**src/rtl/rf_wb_arbiter.sv**
```systemverilog
// rf_wb_arbiter: round-robin share of the register-file write port among NREQ write-back sources.
// Latency: grant is combinational in cycle N, the write is presented registered in cycle N+1; 1 write/cycle.
// Backpressure: wb_stall or reset withholds every req_ready; define RF_WB_SCOREBOARD_EN for the pending-write scoreboard.
module rf_wb_arbiter #(
    parameter int unsigned NREQ = 3,
    parameter int unsigned IDW  = 2,
    parameter int unsigned AW   = 5,
    parameter int unsigned DW   = 32
) (
    input  logic                 clk,
    input  logic                 reset,
    input  logic [NREQ-1:0]      req_valid,
    input  logic [NREQ*AW-1:0]   req_addr,
    input  logic [NREQ*DW-1:0]   req_data,
    output logic [NREQ-1:0]      req_ready,
    input  logic                 wb_stall,
    output logic                 rg_wrt_en,
    output logic [AW-1:0]        rg_wrt_addr,
    output logic [DW-1:0]        rg_wrt_data,
    output logic [IDW-1:0]       grant_id,
    input  logic                 sb_set_en,
    input  logic [AW-1:0]        sb_set_addr,
    output logic [(2**AW)-1:0]   sb_busy
);

    typedef struct packed {
        logic [AW-1:0] addr;
        logic [DW-1:0] data;
    } wb_req_t;

    logic [IDW-1:0] ptr_q, ptr_d;
    logic [IDW-1:0] gid_q, gid_d;
    logic           en_q, en_d;
    wb_req_t        wr_q, wr_d;

    logic           win_vld;
    logic [IDW-1:0] win_idx;
    logic [IDW-1:0] cand_idx;
    int unsigned    cand;
    wb_req_t        win_req;

    // Search starts one past the last winner so every source gets a turn.
    always_comb begin
        win_vld  = 1'b0;
        win_idx  = '0;
        cand     = 0;
        cand_idx = '0;
        for (int unsigned k = 1; k <= NREQ; k++) begin
            cand     = (32'(ptr_q) + k) % NREQ;
            cand_idx = IDW'(cand);
            if (!win_vld && req_valid[cand_idx]) begin
                win_vld = 1'b1;
                win_idx = cand_idx;
            end
        end
        if (reset || wb_stall) begin
            win_vld = 1'b0;
        end
    end

    always_comb begin
        req_ready = '0;
        if (win_vld) begin
            req_ready[win_idx] = 1'b1;
        end
    end

    always_comb begin
        win_req.addr = req_addr[win_idx*AW +: AW];
        win_req.data = req_data[win_idx*DW +: DW];
    end

    // x0 writes are consumed and advance the pointer but never reach the file.
    always_comb begin
        ptr_d = ptr_q;
        gid_d = gid_q;
        wr_d  = wr_q;
        en_d  = 1'b0;
        if (win_vld) begin
            ptr_d = win_idx;
            gid_d = win_idx;
            wr_d  = win_req;
            en_d  = |win_req.addr;
        end
    end

    always_ff @(posedge clk or posedge reset) begin
        if (reset) begin
            ptr_q <= IDW'(NREQ - 1);
            gid_q <= '0;
            en_q  <= 1'b0;
            wr_q  <= '0;
        end else begin
            ptr_q <= ptr_d;
            gid_q <= gid_d;
            en_q  <= en_d;
            wr_q  <= wr_d;
        end
    end

    assign rg_wrt_en   = en_q;
    assign rg_wrt_addr = wr_q.addr;
    assign rg_wrt_data = wr_q.data;
    assign grant_id    = gid_q;

`ifdef RF_WB_SCOREBOARD_EN
    logic [(2**AW)-1:0] sb_q, sb_d;

    // Clear on the presented write first so a same-edge set wins.
    always_comb begin
        sb_d = sb_q;
        if (en_q) begin
            sb_d[wr_q.addr] = 1'b0;
        end
        if (sb_set_en && (sb_set_addr != '0)) begin
            sb_d[sb_set_addr] = 1'b1;
        end
        sb_d[0] = 1'b0;
    end

    always_ff @(posedge clk or posedge reset) begin
        if (reset) begin
            sb_q <= '0;
        end else begin
            sb_q <= sb_d;
        end
    end

    assign sb_busy = sb_q;
`else
    logic unused_sb;
    assign unused_sb = ^{sb_set_en, sb_set_addr};
    assign sb_busy   = '0;
`endif

endmodule

```
**config.mk**
```make
export PLATFORM = sky130hd
export DESIGN_NAME = rf_wb_arbiter
export DESIGN_NICKNAME = d
export VERILOG_FILES = /design/src/rtl/rf_wb_arbiter.sv
export SDC_FILE = /design/constraint.sdc
export NUM_CORES = 1
export LEC_CHECK = 0
export ABC_AREA = 1
export CORE_MARGIN = 3
export CORE_UTILIZATION = 58
export DETAILED_ROUTE_END_ITERATION = 10
export DONT_BUFFER_PORTS = 1
export PLACE_DENSITY = 0.78
export SLEW_MARGIN = 40
export SYNTH_ARGS = -nofsm -noshare
export SYNTH_HDL_FRONTEND = slang
export SYNTH_SLANG_ARGS = --single-unit
```
**constraint.sdc**
```tcl
create_clock -name clk -period 2.9 [get_ports clk]
set_input_delay 0.58 -clock clk [delete_from_list [all_inputs] [get_ports clk]]
set_output_delay 0.58 -clock clk [all_outputs]
set_load 0.1 [all_outputs]
```
==> summary.md <==
| Metric | Value |
|---|---|
| Clock transition at the registers of the reported paths | `0.08 ns` |
| Min-delay worst type | `in2async` |
| Met2 wire length | `3656 um` |
| DIE HEIGHT | `just under 80 um` |
| Final Skew | `roughly 0.0053 ns` |
| Register bit count reported by yosys | `41` |
| Reg2reg path depth | `17` |
| Post-DRT Antenna Nets | `0` |
| Slew Limit Fails | `0` |
| CORE AREA | `0.004848 mm2` |
| Cell taking the most area after synthesis | `dfrtp_1` |
| Die width | `77.79 um` |
| Count of cell types in the netlist | `30` |
| Crit path max fanout | `5` |
| Post-Synthesis Cells | `approximately 390` |
| Register area | `0.001075 mm2` |
| GRT Total Usage | `~22%` |
| Vias per cell | `~5.3` |
| Fin crit share | `slightly below 100%` |
| Crit end category | `output port` |
| WS Path Type | `reg2out` |
| WL met1 | `between 2000 and 3000 um` |
| # H-tree levels | `2` |
| Largest net degree at the start of global routing | `42` |
| Iter 0 DRT Violations | `roughly 120` |
| Share of the synthesized area in the top cell type | `approximately a third` |
| Reg2reg start | `ptr_q[1]` |
| Port Buffers | `0` |
| Max cap viols | `0` |
| Final setup fails | `0` |
| Largest cells by area after synthesis | `dfrtp_1 33%, nand2_1 16%, buf_4 8.5%, o211ai_2 6.3%, inv_1 5.3%` |
| CP Launch Point | `ptr_q[1]` |
| Ports | `between 150 and 200` |
| Root buf cell | `clkbuf_8` |
| Initial core utilization | `roughly three fifths` |
| DR top layer | `met4` |
| Gpl congestion | `0.9341` |
| First-pass GRT wire length | `10870 um` |
| Vias in the first global route | `roughly 2.3k` |
| Total grt overflow | `0` |
| CP arrival | `2.24 ns` |
| Area of the multi-input gates | `0.001592 mm2` |
| Area Growth Syn to Fin | `6.572%` |
| Clk buf depth | `2` |
| Outcome | `complete, no violations` |
| Clk sink count | `approximately 40` |
| Crit start category | `register` |
| Mapped Area | `0.002989 mm2` |
| Fillers | `~420` |
| Final hold viol count | `0` |
| Final-stage net count | `516` |
| Met3 WL | `564 um` |
| Syn avg cell area | `~7.8 um2` |
| TNS Setup | `0 ns` |
| Clock tree from TritonCTS | `done` |
| Relative slew slack | `between 40% and 50%` |
| Final critical-path required period | `2.818 ns` |
| Initial antenna violation count | `0` |
| Finished Layout Cells | `around 460` |
| Final wirelength | `7161 um` |
| Commonest non-fill, non-tap cell in the layout | `nand2_1` |
| Critical path required time | `between 2 and 2.5 ns` |
| TritonCTS Buffers | `5` |
| Diodes inserted | `0` |
| Worst Tran Pin Value | `~0.89 ns` |
| Full die area | `around 0.0061 mm2` |
| Commonest non-fill, non-tap cells in the layout | `123 x nand2_1, 38 x dfrtp_2, 37 x inv_1, 32 x conb_1` |
| F_max | `around 350 MHz` |
| Layout cell share with drive strength beyond 1 | `29.49%` |
| DR WL/cell | `15.67 um` |
| Ys Warns | `0` |
| Row cnt | `25` |
| Detailed Routing Iterations Pass 1 | `4` |
| Post-route DRC | `0` |
| Vias | `approximately 2.4k` |
| Worst-skew pair later-pin latency | `about 0.29 ns` |
| Seq/Total Area, Yosys | `between 30% and 40%` |
| Hpwl dp | `around 5400 um` |
| Post-Place Cells | `445` |
## logic make-up (layout without fill, tap and decap cells)
logic type	Yosys count	after routing	share of synthesized area [%]
other	1	32	0.1255
AOI/OAI and AO/OA	59	59	14.69
buffers and inverters	96	70	17.91
and+or+nand+nor	176	176	27.21
adders and majority gates	4	4	1.674
DFF	41	41	34.37
muxes	8	8	4.019
## layer usage
layer,global-route usage (%),vias up
li1,-,1175
met1,27.07,1119
met2,38.10,123
met3,7.309,6
met4,6.050,0
met5,0,-
## synth_stat cells (all sizes together)
cell type  instances
nand3             26
nor2              13
a31oi              4
inv               48
o211ai            24
mux2               8
a21oi              1
conb               1
buf               44
ha                 4
o221ai             1
clkbuf             4
nand4              2
nand2            132
o21ai             29
nand3b             3
dfrtp             40
dfstp              1
## critical path, stage by stage (launching register included)
cell        delay (ns)
dfstp_2           0.58
ha_4              0.18
clkinvlp_4        0.15
nand2_1           0.09
nand3_1           0.08
nand2_2           0.11
nand4_1           0.17
nand3_4           0.18
inv_8             0.05
nand2_2           0.10
clkinvlp_4        0.10
buf_12            0.17
## metrics by stage
stage	utilization (%)	hold slack (ns)	area (um2)	setup WS (ns)
2_1_floorplan	-	0.5012	3134	0.02486
3_3_place_gp	61.37	0.5246	2975	0.2655
3_5_place_dp	61.91	0.5360	3002	0.2344
4_1_cts	64.00	0.3620	3103	0.0003442
5_1_grt	65.70	0.3855	3186	-0.02342
6_report	65.70	0.3497	3186	0.08222
## flip-flops by register name, indices dropped and copies added (netlist names)
register / cells
ptr_q: 2
rg_wrt_en: 1
rg_wrt_addr: 5
rg_wrt_data: 32
grant_id: 1
## cell type report
class / instances / area share, %
clock inverters: 1 / 0.2357
repair buffers: 14 / 4.478
inverters: 48 / 6.245
clock buffers: 7 / 2.710
multi-input cells: 279 / 49.96
well taps: 67 / 2.632
flip-flops and latches: 41 / 33.74
## repair_timing
action,CTS,global route
setup buffers,0,4
endpoints found under the setup margin,2,3
pin swaps,0,5
resized for setup,3,9
hold buffers,0,0
## path summary, 6_finish.rpt
path                       slack, ns               to
max reg2reg                     0.39        rg_wrt_en
min reg2reg                     0.55         ptr_q[1]
max in group asynchronous       2.16  rg_wrt_data[14]
min in group clk                0.42   rg_wrt_data[2]
min                             0.35  rg_wrt_data[31]
max                             0.08     req_ready[1]
Power is left out: the tool's default activity adds up to more than one toggle a clock period on the data nets, which glitch-free logic cannot reach.
